**src/rtl/uart_pkg.sv**
```systemverilog
// Shared UART receiver definitions: baud divisor table, parity modes, rx FSM states.
package uart_pkg;

  localparam int unsigned PAR_NONE = 0;
  localparam int unsigned PAR_EVEN = 1;
  localparam int unsigned PAR_ODD  = 2;

  typedef enum logic [2:0] {
    ST_IDLE,
    ST_START,
    ST_DATA,
    ST_PARITY,
    ST_STOP,
    ST_WAIT_HIGH
  } rx_state_e;

  function automatic int unsigned baud_rate(input int unsigned sel);
    case (sel)
      0:       return 300;
      1:       return 1200;
      2:       return 4800;
      3:       return 9600;
      4:       return 19200;
      5:       return 38400;
      6:       return 57600;
      default: return 115200;
    endcase
  endfunction

  // Clamped to 1 so a slow system clock never yields a zero divisor.
  function automatic int unsigned baud_div(input int unsigned clk_hz,
                                           input int unsigned oversample,
                                           input int unsigned sel);
    int unsigned d;
    d = clk_hz / (baud_rate(sel) * oversample);
    if (d == 0) d = 1;
    return d;
  endfunction

endpackage

```
**src/rtl/uart_rx_fifo.sv**
```systemverilog
// Show-ahead receive FIFO with valid/ready pop and sticky overrun on dropped pushes.
module uart_rx_fifo #(
  parameter int unsigned WIDTH = 10,
  parameter int unsigned DEPTH = 4
) (
  input  logic             clk,
  input  logic             rst_n,
  input  logic             i_push,
  input  logic [WIDTH-1:0] i_push_data,
  input  logic             i_pop_ready,
  output logic [WIDTH-1:0] o_data,
  output logic             o_valid,
  output logic             o_overrun
);

  localparam int unsigned AW = $clog2(DEPTH);

  logic [WIDTH-1:0] r_mem [DEPTH];
  logic [AW-1:0]    r_wr_ptr;
  logic [AW-1:0]    r_rd_ptr;
  logic [AW:0]      r_count;
  logic             r_overrun;
  logic             w_full;
  logic             w_pop;
  logic             w_wr;

  assign w_full = (r_count == (AW+1)'(DEPTH));
  assign w_pop  = (r_count != '0) && i_pop_ready;
  // A pop in the same cycle frees the slot the incoming word needs.
  assign w_wr   = i_push && (!w_full || w_pop);

  always_ff @(posedge clk or negedge rst_n) begin
    if (!rst_n) begin
      for (int unsigned i = 0; i < DEPTH; i++) r_mem[i] <= '0;
      r_wr_ptr  <= '0;
      r_rd_ptr  <= '0;
      r_count   <= '0;
      r_overrun <= 1'b0;
    end else begin
      if (w_wr) begin
        r_mem[r_wr_ptr] <= i_push_data;
        r_wr_ptr        <= r_wr_ptr + 1'b1;
      end
      if (w_pop) r_rd_ptr <= r_rd_ptr + 1'b1;
      case ({w_wr, w_pop})
        2'b10:   r_count <= r_count + 1'b1;
        2'b01:   r_count <= r_count - 1'b1;
        default: r_count <= r_count;
      endcase
      if (i_push && !w_wr) r_overrun <= 1'b1;
      else if (w_pop)      r_overrun <= 1'b0;
    end
  end

  assign o_data    = r_mem[r_rd_ptr];
  assign o_valid   = (r_count != '0);
  assign o_overrun = r_overrun;

endmodule

```
**src/rtl/uart_sync.sv**
```systemverilog
// Two-flop synchronizer for an asynchronous single-bit input, preset to a reset level.
module uart_sync #(
  parameter logic RESET_VAL = 1'b1
) (
  input  logic clk,
  input  logic rst_n,
  input  logic i_d,
  output logic o_q
);

  logic r_meta;
  logic r_q;

  always_ff @(posedge clk or negedge rst_n) begin
    if (!rst_n) begin
      r_meta <= RESET_VAL;
      r_q    <= RESET_VAL;
    end else begin
      r_meta <= i_d;
      r_q    <= r_meta;
    end
  end

  assign o_q = r_q;

endmodule

```
**src/rtl/uart_rx_param.sv**
```systemverilog
// Parametrised UART receiver: oversampled majority-vote framing feeding a show-ahead FIFO.
module uart_rx_param
  import uart_pkg::*;
#(
  parameter int unsigned CLK_HZ      = 50_000_000,
  parameter int unsigned DATA_BITS   = 8,
  parameter int unsigned PARITY_MODE = 1,
  parameter int unsigned STOP_BITS   = 1,
  parameter int unsigned OVERSAMPLE  = 16,
  parameter int unsigned FIFO_DEPTH  = 4
) (
  input  logic                 clk,
  input  logic                 reset,
  input  logic [2:0]           baud_select,
  input  logic                 RxD,
  input  logic                 Rx_EN,
  input  logic                 Rx_READY,
  output logic [DATA_BITS-1:0] Rx_DATA,
  output logic                 Rx_PERROR,
  output logic                 Rx_FERROR,
  output logic                 Rx_VALID,
  output logic                 Rx_OVERRUN
);

  localparam int unsigned   SW       = $clog2(OVERSAMPLE);
  localparam int unsigned   WW       = DATA_BITS + 2;
  localparam logic [SW-1:0] VOTE_IDX = SW'(OVERSAMPLE / 2 + 1);
  localparam logic [SW-1:0] LAST_IDX = SW'(OVERSAMPLE - 1);
  localparam logic [3:0]    LAST_BIT = 4'(DATA_BITS - 1);

  rx_state_e            r_state, w_next;
  logic                 w_rx;
  logic [31:0]          w_div_sel, r_div, r_div_cnt;
  logic                 w_tick, w_vote_tick, w_bit_end, w_vote, w_last_stop, w_par_exp;
  logic [SW-1:0]        r_smp_cnt;
  logic [1:0]           r_smp;
  logic [3:0]           r_bit_cnt;
  logic                 r_stop_cnt;
  logic [DATA_BITS-1:0] r_shift;
  logic                 r_perror, r_ferror, r_push;
  logic [WW-1:0]        r_push_word, w_head;

  uart_sync #(.RESET_VAL(1'b1)) u_sync (
    .clk  (clk),
    .rst_n(reset),
    .i_d  (RxD),
    .o_q  (w_rx)
  );

  always_comb begin
    w_div_sel = '0;
    case (baud_select)
      3'd0: w_div_sel = baud_div(CLK_HZ, OVERSAMPLE, 0);
      3'd1: w_div_sel = baud_div(CLK_HZ, OVERSAMPLE, 1);
      3'd2: w_div_sel = baud_div(CLK_HZ, OVERSAMPLE, 2);
      3'd3: w_div_sel = baud_div(CLK_HZ, OVERSAMPLE, 3);
      3'd4: w_div_sel = baud_div(CLK_HZ, OVERSAMPLE, 4);
      3'd5: w_div_sel = baud_div(CLK_HZ, OVERSAMPLE, 5);
      3'd6: w_div_sel = baud_div(CLK_HZ, OVERSAMPLE, 6);
      3'd7: w_div_sel = baud_div(CLK_HZ, OVERSAMPLE, 7);
    endcase
  end

  // Vote uses the two previously stored samples plus the one taken on this tick.
  assign w_tick      = (r_div_cnt == r_div - 32'd1);
  assign w_vote_tick = w_tick && (r_smp_cnt == VOTE_IDX);
  assign w_bit_end   = w_tick && (r_smp_cnt == LAST_IDX);
  assign w_vote      = (r_smp[1] & r_smp[0]) | (r_smp[1] & w_rx) | (r_smp[0] & w_rx);
  assign w_last_stop = (STOP_BITS == 1) ? 1'b1 : r_stop_cnt;
  assign w_par_exp   = (PARITY_MODE == PAR_ODD) ? ~(^r_shift) : (^r_shift);

  always_ff @(posedge clk or negedge reset) begin
    if (!reset) r_state <= ST_IDLE;
    else        r_state <= w_next;
  end

  always_comb begin
    w_next = r_state;
    if (!Rx_EN) begin
      w_next = ST_IDLE;
    end else begin
      case (r_state)
        ST_IDLE:      if (!w_rx) w_next = ST_START;
        ST_START: begin
          if (w_vote_tick && w_vote) w_next = ST_IDLE;
          else if (w_bit_end)        w_next = ST_DATA;
        end
        ST_DATA: begin
          if (w_bit_end && (r_bit_cnt == LAST_BIT))
            w_next = (PARITY_MODE != PAR_NONE) ? ST_PARITY : ST_STOP;
        end
        ST_PARITY:    if (w_bit_end) w_next = ST_STOP;
        ST_STOP: begin
          if (w_vote_tick && w_last_stop) w_next = w_vote ? ST_IDLE : ST_WAIT_HIGH;
        end
        ST_WAIT_HIGH: if (w_rx) w_next = ST_IDLE;
        default:      w_next = ST_IDLE;
      endcase
    end
  end

  always_ff @(posedge clk or negedge reset) begin
    if (!reset) begin
      r_div       <= '0;
      r_div_cnt   <= '0;
      r_smp_cnt   <= '0;
      r_smp       <= '1;
      r_bit_cnt   <= '0;
      r_stop_cnt  <= 1'b0;
      r_shift     <= '0;
      r_perror    <= 1'b0;
      r_ferror    <= 1'b0;
      r_push      <= 1'b0;
      r_push_word <= '0;
    end else begin
      r_push <= 1'b0;
      if (r_state == ST_IDLE) begin
        r_div_cnt  <= '0;
        r_smp_cnt  <= '0;
        r_bit_cnt  <= '0;
        r_stop_cnt <= 1'b0;
        r_perror   <= 1'b0;
        r_ferror   <= 1'b0;
        if (w_next == ST_START) r_div <= w_div_sel;
      end else begin
        if (w_tick) begin
          r_div_cnt <= '0;
          r_smp_cnt <= r_smp_cnt + 1'b1;
          r_smp     <= {r_smp[0], w_rx};
        end else begin
          r_div_cnt <= r_div_cnt + 32'd1;
        end
        if (r_state == ST_DATA) begin
          if (w_vote_tick) r_shift   <= {w_vote, r_shift[DATA_BITS-1:1]};
          if (w_bit_end)   r_bit_cnt <= r_bit_cnt + 4'd1;
        end
        if (r_state == ST_PARITY && w_vote_tick) r_perror <= (w_vote != w_par_exp);
        if (r_state == ST_STOP) begin
          if (w_vote_tick && !w_vote) r_ferror <= 1'b1;
          if (w_vote_tick && w_last_stop && Rx_EN) begin
            r_push      <= 1'b1;
            r_push_word <= {r_shift, r_perror, r_ferror | ~w_vote};
          end
          if (w_bit_end) r_stop_cnt <= 1'b1;
        end
      end
    end
  end

  uart_rx_fifo #(.WIDTH(WW), .DEPTH(FIFO_DEPTH)) u_fifo (
    .clk        (clk),
    .rst_n      (reset),
    .i_push     (r_push),
    .i_push_data(r_push_word),
    .i_pop_ready(Rx_READY),
    .o_data     (w_head),
    .o_valid    (Rx_VALID),
    .o_overrun  (Rx_OVERRUN)
  );

  assign Rx_DATA   = w_head[WW-1:2];
  assign Rx_PERROR = w_head[1];
  assign Rx_FERROR = w_head[0];

endmodule
```
**config.mk**
```make
export PLATFORM = sky130hd
export DESIGN_NAME = uart_rx_param
export DESIGN_NICKNAME = d
export VERILOG_FILES = /design/src/rtl/uart_pkg.sv /design/src/rtl/uart_rx_fifo.sv /design/src/rtl/uart_sync.sv /design/src/rtl/uart_rx_param.sv
export SDC_FILE = /design/constraint.sdc
export NUM_CORES = 1
export LEC_CHECK = 0
export ABC_AREA = 1
export CAP_MARGIN = 10
export CORE_MARGIN = 2
export CORE_UTILIZATION = 55
export CTS_BUF_LIST = sky130_fd_sc_hd__clkbuf_16
export CTS_CLUSTER_DIAMETER = 200
export DETAILED_ROUTE_END_ITERATION = 16
export PLACE_DENSITY = 0.72
export SETUP_SLACK_MARGIN = 0.02
export SLEW_MARGIN = 20
export SYNTH_ARGS = -nofsm -noshare
export SYNTH_HDL_FRONTEND = slang
export SYNTH_SLANG_ARGS = --single-unit
```
**constraint.sdc**
```tcl
create_clock -name clk -period 6.4 [get_ports clk]
set_clock_uncertainty 0.15 [all_clocks]
set_input_delay 1.28 -clock clk [delete_from_list [all_inputs] [get_ports clk]]
set_output_delay 1.28 -clock clk [all_outputs]
set_load 0.01 [all_outputs]
```
# [After elaboration in Yosys (flattened, before gate mapping)]
# Memories as Yosys holds them, arrays and structs flattened. A register that Yosys moved wholly into a read port is not among the register bits.
# Index checks and enable logic that the tools add are counted.
[word_totals] reg_bits=148 latchBits=0 ramBits=0 mem_bits_ro=96 out_inout_bits=12 wordCells=124 memories=1
[mem_list] name="(no name shown)" depth=8 width=12 rd=1 rd_ports_with_merged_regs=1 wr=0 line_no="uart_rx_param.sv:52" text="case (baud_select)"
[op_classes] add_sub_neg=8 multipliers=0 n_div=0 order_cmp=3 n_eq_ne=14 n_shift=0 n_mux=34 n_bitwise=10 n_reduce_logical=33
[ops] cell="$mux 32" n=2
[ops] cell="$bwmux 40" n=1
[ops] cell="$add 32x1->32 const B" n=1
[ops] cell="$eq 32x32->1" n=1
[ops] cell="$sub 32x1->32 const B" n=1
[ops] cell="$mux 10" n=3
[ops] cell="$mux 3" n=9
[ops] cell="$bmux 10 s2" n=1
[ops] cell="$demux 10 s2" n=1
[ops] cell="$mux 4" n=5
[ops] cell="$pmux 3 s6" n=1
[ops] cell="$reduce_bool 2->1" n=8
[ops] cell="$logic_and 1x1->1" n=11
[ops] cell="$mux 1" n=10
[ops] cell="$eq 3x3->1 const B" n=3
[ops] cell="$add 4x1->4 const B" n=2
[ops] cell="$eq 4x4->1 const B" n=2
[ops] cell="$reduce_and 2->1" n=4
[ops] cell="$reduce_xor 8->1" n=1
[ops] cell="$eq 3x1->1 const B" n=2
[ops] cell="$eq 3x2->1 const B" n=2
[ops] cell="$ge 3x3->1 const B" n=2
[ops] cell="$not 2->3" n=2
[ops] cell="$pmux 3 s2" n=1
[ops] cell="16 further kinds" n=26

# [Longest topological paths before layout]
[logic_depth] ltp_word=9 ltp_mapped=25 mapped_depth_nobuf=24

# [Modules after synthesis]
# Synthesis repeated with hierarchy kept, for this count alone.
[unflattened] hier_cells=884 hier_area_um2=7143.1
[by_module_without_submodules] module="uart_rx_param" instances=1 cells_each=631 area_per_inst_um2=4698.3 seq_area_each_um2=1954.4
[by_module_without_submodules] module="uart_rx_fifo" instances=1 cells_each=251 area_per_inst_um2=2392.3 seq_area_each_um2=1201.2
[by_module_without_submodules] module="uart_sync" instances=1 cells_each=2 area_per_inst_um2=52.6 seq_area_each_um2=52.6

# [Worst setup path after synthesis]
# No wires, ideal clock.
[synth_path] path_type="register to register" start="register r_div[2]" end="register r_div[0]" setup_ns=0.117 arrival_time_ns=2.605 required_ns=6.133 setup_slack_ns=3.528 stages_incl_launch_ff=24 n_path_buf=1 period_less_slack_ns=2.872 cell_sequence="dfrtp_1 > nor2_1 > nand2_1 > nor2_4 > nand2_1 > nor2_1 > ha_1 > nand2_1 > nand2_1 > nor2_1 > nand2_1 > nor2_1 > nand2_1 > nor2_1 > nand2_1 > nor2_4 > nand3_2 > nand2_1 > nand2_1 > nor2_2 > nand3_2 > buf_2 > nand4_1 > nand2_1"
[synth_via] elab_chain_len=9 word_cells_on_any_way=15 classes_between="add/sub: 1; eq/ne: 2; mux: 7; reduce/logical: 5"
[synth_lines] element="start, declared" line_no="uart_rx_param.sv:33" text="logic [31:0] w_div_sel, r_div, r_div_cnt;"
[synth_lines] element="$sub 32x1->32 (*)" line_no="uart_rx_param.sv:65" text="assign w_tick = (r_div_cnt == r_div - 32'd1);"
[synth_lines] element="$eq 32x32->1 (*)" line_no="uart_rx_param.sv:65"
[synth_lines] element="$logic_and 1x1->1, on equally long branches" line_no="uart_rx_param.sv:67, uart_rx_param.sv:66"
[synth_lines] element="$mux 3, or another cell as far along" line_no="uart_rx_param.sv:86" text="else if (w_bit_end) w_next = ST_DATA;"
[synth_lines] element="$mux 3, on equally long branches" line_no="uart_rx_param.sv:85, uart_rx_param.sv:89"
[synth_lines] element="$pmux 3 s6 (*)" line_no="uart_rx_param.sv:82" text="case (r_state)"
[synth_lines] element="$mux 3 (*)" line_no="uart_rx_param.sv:79" text="if (!Rx_EN) begin"
[synth_lines] element="$eq 3x1->1 (*)" line_no="uart_rx_param.sv:124" text="if (w_next == ST_START) r_div <= w_div_sel;"
[synth_lines] element="$reduce_and 2->1 (no line) (*)"
# Every way passes the cells marked *; elsewhere a longest branch is shown, timed or not.
# A chain may end at the register's enable or synchronous reset.

# [Final worst setup path]
[layout_path] start="register u_fifo.r_rd_ptr[0]" end="output Rx_DATA[5]"
[layout_via] elab_chain_len=4
[layout_lines] element="start, declared" line_no="uart_rx_fifo.sv:20" text="logic [AW-1:0] r_rd_ptr;"
[layout_lines] element="start signal, assigned" line_no="uart_rx_fifo.sv:44" text="if (w_pop) r_rd_ptr <= r_rd_ptr + 1'b1;"
[layout_lines] element="$not 2->3 (implied by the code)" line_no="uart_rx_fifo.sv:55" text="assign o_data = r_mem[r_rd_ptr];"
[layout_lines] element="$bmux 10 s2" line_no="uart_rx_fifo.sv:55"
[layout_lines] element="$mux 10 (implied by the code) (2 in series)" line_no="uart_rx_fifo.sv:55"
[layout_lines] element="end, declared" line_no="uart_rx_param.sv:18" text="output logic [DATA_BITS-1:0] Rx_DATA,"
# Every way passes these cells. The select of a mux whose other input is x is not followed.

==> out/qor.tcl <==
set qor(r2r_cells) 20
set qor(buffers_inserted_by_post_cts_timing_repair) 0
set qor(ioPinCount) 20
set qor(cts_hold_buf) 0
set qor(final-max-slew-violation-count) 0
set qor(timing.setup.tns_ns) 0
set qor(areaGrowthSynthToFinish_pct) 13.34
set qor(rsz_0062_raised_after_global_routing) {no}
set qor(dieArea_um2) 13270
set qor(setup_violations) 0
set qor(fp-row-count) 40
set qor(initial_antenna_violation_count) 0
set qor(via_per_inst) 5.418
set qor(cts-htree-levels) 4
set qor(grt_pass1_wl_mm) 26.45
set qor(cp.arrival_ns) 2.62
set qor(cts_max_path_buffers) 2
set qor(final_period_minus_worst_setup_slack_ns) 4.053
set qor(cts-resized-gates) 0
set qor(die_x_um) 115.2
set qor(r2r_start) {r_div[4]}
set qor(drc) 0
set qor(ir_drop_mv) 0.1731
set qor(clock_insertion_delay_worst_skew_ns) 0.42
set qor(dpl_worst_slack_ns) 2.767
set qor(core_region_area_um2) 12060
set qor(critPathRequiredTime_ns) 4.97
set qor(cts_tree) {built}
set qor(number_of_buffers_added_by_the_clock_tree_synthesis_step) 17
set qor(root_buffer) {clkbuf_16}
set qor(post_synth_num_cell_types) 36
set qor(critPathLaunchType) {register}
set qor(synth_area_um2) 6802
set qor(hp-start) {u_sync.r_meta}
set qor(synth.net_count) 901
set qor(grt_pass1_vias) 5558
set qor(final_hold_viol_count) 0
set qor(die_height_um) 115.2
set qor(setup_slack_ns) 2.347
set qor(setup.worst_path.class) {reg -> out}
set qor(worst_hold_path.num_cells) 0
set qor(finalNetCount) 916
set qor(synth_warnings) 0
set qor(grt_max_degree) 70
set qor(crit_path_max_fanout) 22
set qor(wirelength_mm) 15.43
set qor(totalPowerFinal_mw) 2.446
set qor(number_of_i_o_port_buffers) 19
set qor(antenna_cells_inserted) 0
set qor(worstMarginPinSlew_ns) 0.9226
set qor(gp_congestion) 0.9349
set qor(globalRouteTotalUtil_pct) 25.42
set qor(number_of_placed_cells_counting_well_taps) 1039
set qor(initial_utilization_pct) 56.39
set qor(avgRoutedWirePerCell_um) 14.41
set qor(layout.cells.non_filler) 1071
set qor(count_of_routing_violations_after_the_opening_detailed_route_iteration) 568
set qor(syn-instance-count) 875
set qor(layout-drive-gt1-share_pct) 5.537
set qor(synth_seq_area_share_pct) 47.17
set qor(power.density_cell_area_nw_per_um2) 317.3
set qor(r2r-end) {r_smp_cnt[1]}
set qor(synth-seq-cells) 128
set qor(ant_nets) 0
set qor(cap_viol_max_count) 0
set qor(rrSetupSlack_ns) 2.74
set qor(leakage_nw) 3.594
set qor(global_route.overflow_total) 0
set qor(via_count) 5803
set qor(status) {finished, final reports clean}
set qor(avgSynthCellArea_um2) 7.773
set qor(path_clk_slew_ns) 0.06
set qor(hpwlAfterDp_mm) 10.99
set qor(max_clock_freq_ghz) 0.2467
set qor(clock_sink_count) 128
set qor(whs_endpoint) {u_sync.o_q}
set qor(drt_pre_antenna_iters) 5
set qor(final.period_utilization_pct) 63.34
set qor(worstSetupEndpointType) {primary output}
set qor(timing.hold.worst.class) {reg -> reg}
set qor(timing.slew.headroom_pct) 38.42
[placed cells by master (no fill, tap or decap), types with 2 or more instances in the layout]
cell,instances
o22ai_1,11
nor2_1,108
inv_1,106
o21ai_0,99
dfstp_2,4
nor2_2,4
a31oi_1,4
nand3_1,29
clkinvlp_4,2
buf_4,3
nand2_2,2
clkinv_2,3
nand4_1,22
o21ai_1,6
clkdlybuf4s50_1,18
nor3_1,15
nand3b_1,2
a21oi_1,12
dfrtp_1,124
nor2_4,3
nand3_2,4
clkbuf_16,17
o21a_1,4
nand2_1,228
xnor2_1,16
bufinv_16,4
ha_1,17
xor2_1,24
[registers in the layout, summed over array words and instances (netlist names), 2 cells and up]
register and flops:
u_fifo.r_mem 40, r_div_cnt 32, r_div 12, r_push_word 10, r_shift 8, r_bit_cnt 4
r_smp_cnt 4, r_state 3, u_fifo.r_count 3, r_smp 2, u_fifo.r_rd_ptr 2, u_fifo.r_wr_ptr 2
[worst max-delay path, cell delays in order (launching register included)]
cell,delay (ns)
dfrtp_1,0.77
inv_1,0.48
o21ai_0,0.33
o22ai_1,0.12
clkdlybuf4s50_1,0.51
[layer usage]
metal / GRT usage (%) / vias up / routed length [um]
met2: 38.67 / 160 / 7130
met5: 0 / - / 0
met3: 6.589 / 23 / 952
li1: - / 2828 / -
met1: 35.66 / 2792 / 7083
met4: 8.755 / 0 / 267
[power breakdown]
part           internal, mW  total, mW  switching [mW]
clock                 0.642      0.987           0.344
combinational         0.218      0.548           0.330
sequential            0.848      0.911          0.0627
total                  1.71       2.45           0.737
[how the worst max path moves through the flow]
| stage | from | end | slack (ns) | cells past startpoint |
|---|---|---|---|---|
| after floorplan | r_div[2] | r_div[0] | 3.53 | 23 |
| after global placement | r_div[2] | r_smp_cnt[1] | 2.90 | 20 |
| after detailed placement | r_div[2] | r_smp_cnt[1] | 2.77 | 20 |
| after CTS | u_fifo.r_rd_ptr[0] | Rx_DATA[5] | 2.40 | 4 |
| after global routing | u_fifo.r_rd_ptr[0] | Rx_DATA[5] | 2.17 | 4 |
| final | u_fifo.r_rd_ptr[0] | Rx_DATA[5] | 2.35 | 4 |
[cell families after synthesis]
family                     count (synthesis)  share of synthesized area [%]
and+or+nand+nor                          421                          26.05
AOI/OAI and AO/OA                        139                          10.76
xor gates and xnor gates                  40                          5.151
buffers and inverters                    128                          7.285
DFF                                      128                          47.17
adders and majority gates                 18                          3.422
muxes                                      1                         0.1656
[stage by stage]
stage               utilization [%]  instance area, um2  hold WS [ns]
floorplan                         -                6802        0.1952
global placement              58.91                7106        0.1975
detailed placement            58.91                7106        0.2020
CTS                           63.91                7709        0.2092
global route                  63.91                7709        0.2097
finish                        63.91                7709        0.2070
[cell usage after synthesis (all sizes together)]
library cell / instances / area share [%]
clkbuf: 20 / 1.1
nand3: 33 / 2.7
nor4: 1 / 0.092
buf: 5 / 0.46
dfstp: 4 / 1.5
nand3b: 2 / 0.22
inv: 103 / 5.7
o21ai: 105 / 7.7
a211oi: 1 / 0.11
nor2: 115 / 6.8
o21a: 4 / 0.44
fa: 1 / 0.29
mux2: 1 / 0.17
nand4: 22 / 2.0
xor2: 24 / 3.1
a31oi: 4 / 0.37
xnor2: 16 / 2.1
or3: 1 / 0.092
o22ai: 11 / 1.0
o21bai: 1 / 0.11
dfrtp: 124 / 46
nor3b: 1 / 0.11
nand2: 230 / 13
a21oi: 12 / 0.88
nor3: 15 / 1.1
o31ai: 1 / 0.11
ha: 17 / 3.1
or2: 1 / 0.092
[cell type report]
class	count	area [um2]
inverters	103	386.6
clock buffers	17	425.4
flip-flops and latches	128	3208
multi-input cells	619	3098
clock inverters	15	177.7
repair buffers	21	202.7
fillers	1045	4353
well taps	168	210.2
(Power assumes the default switching activity.)
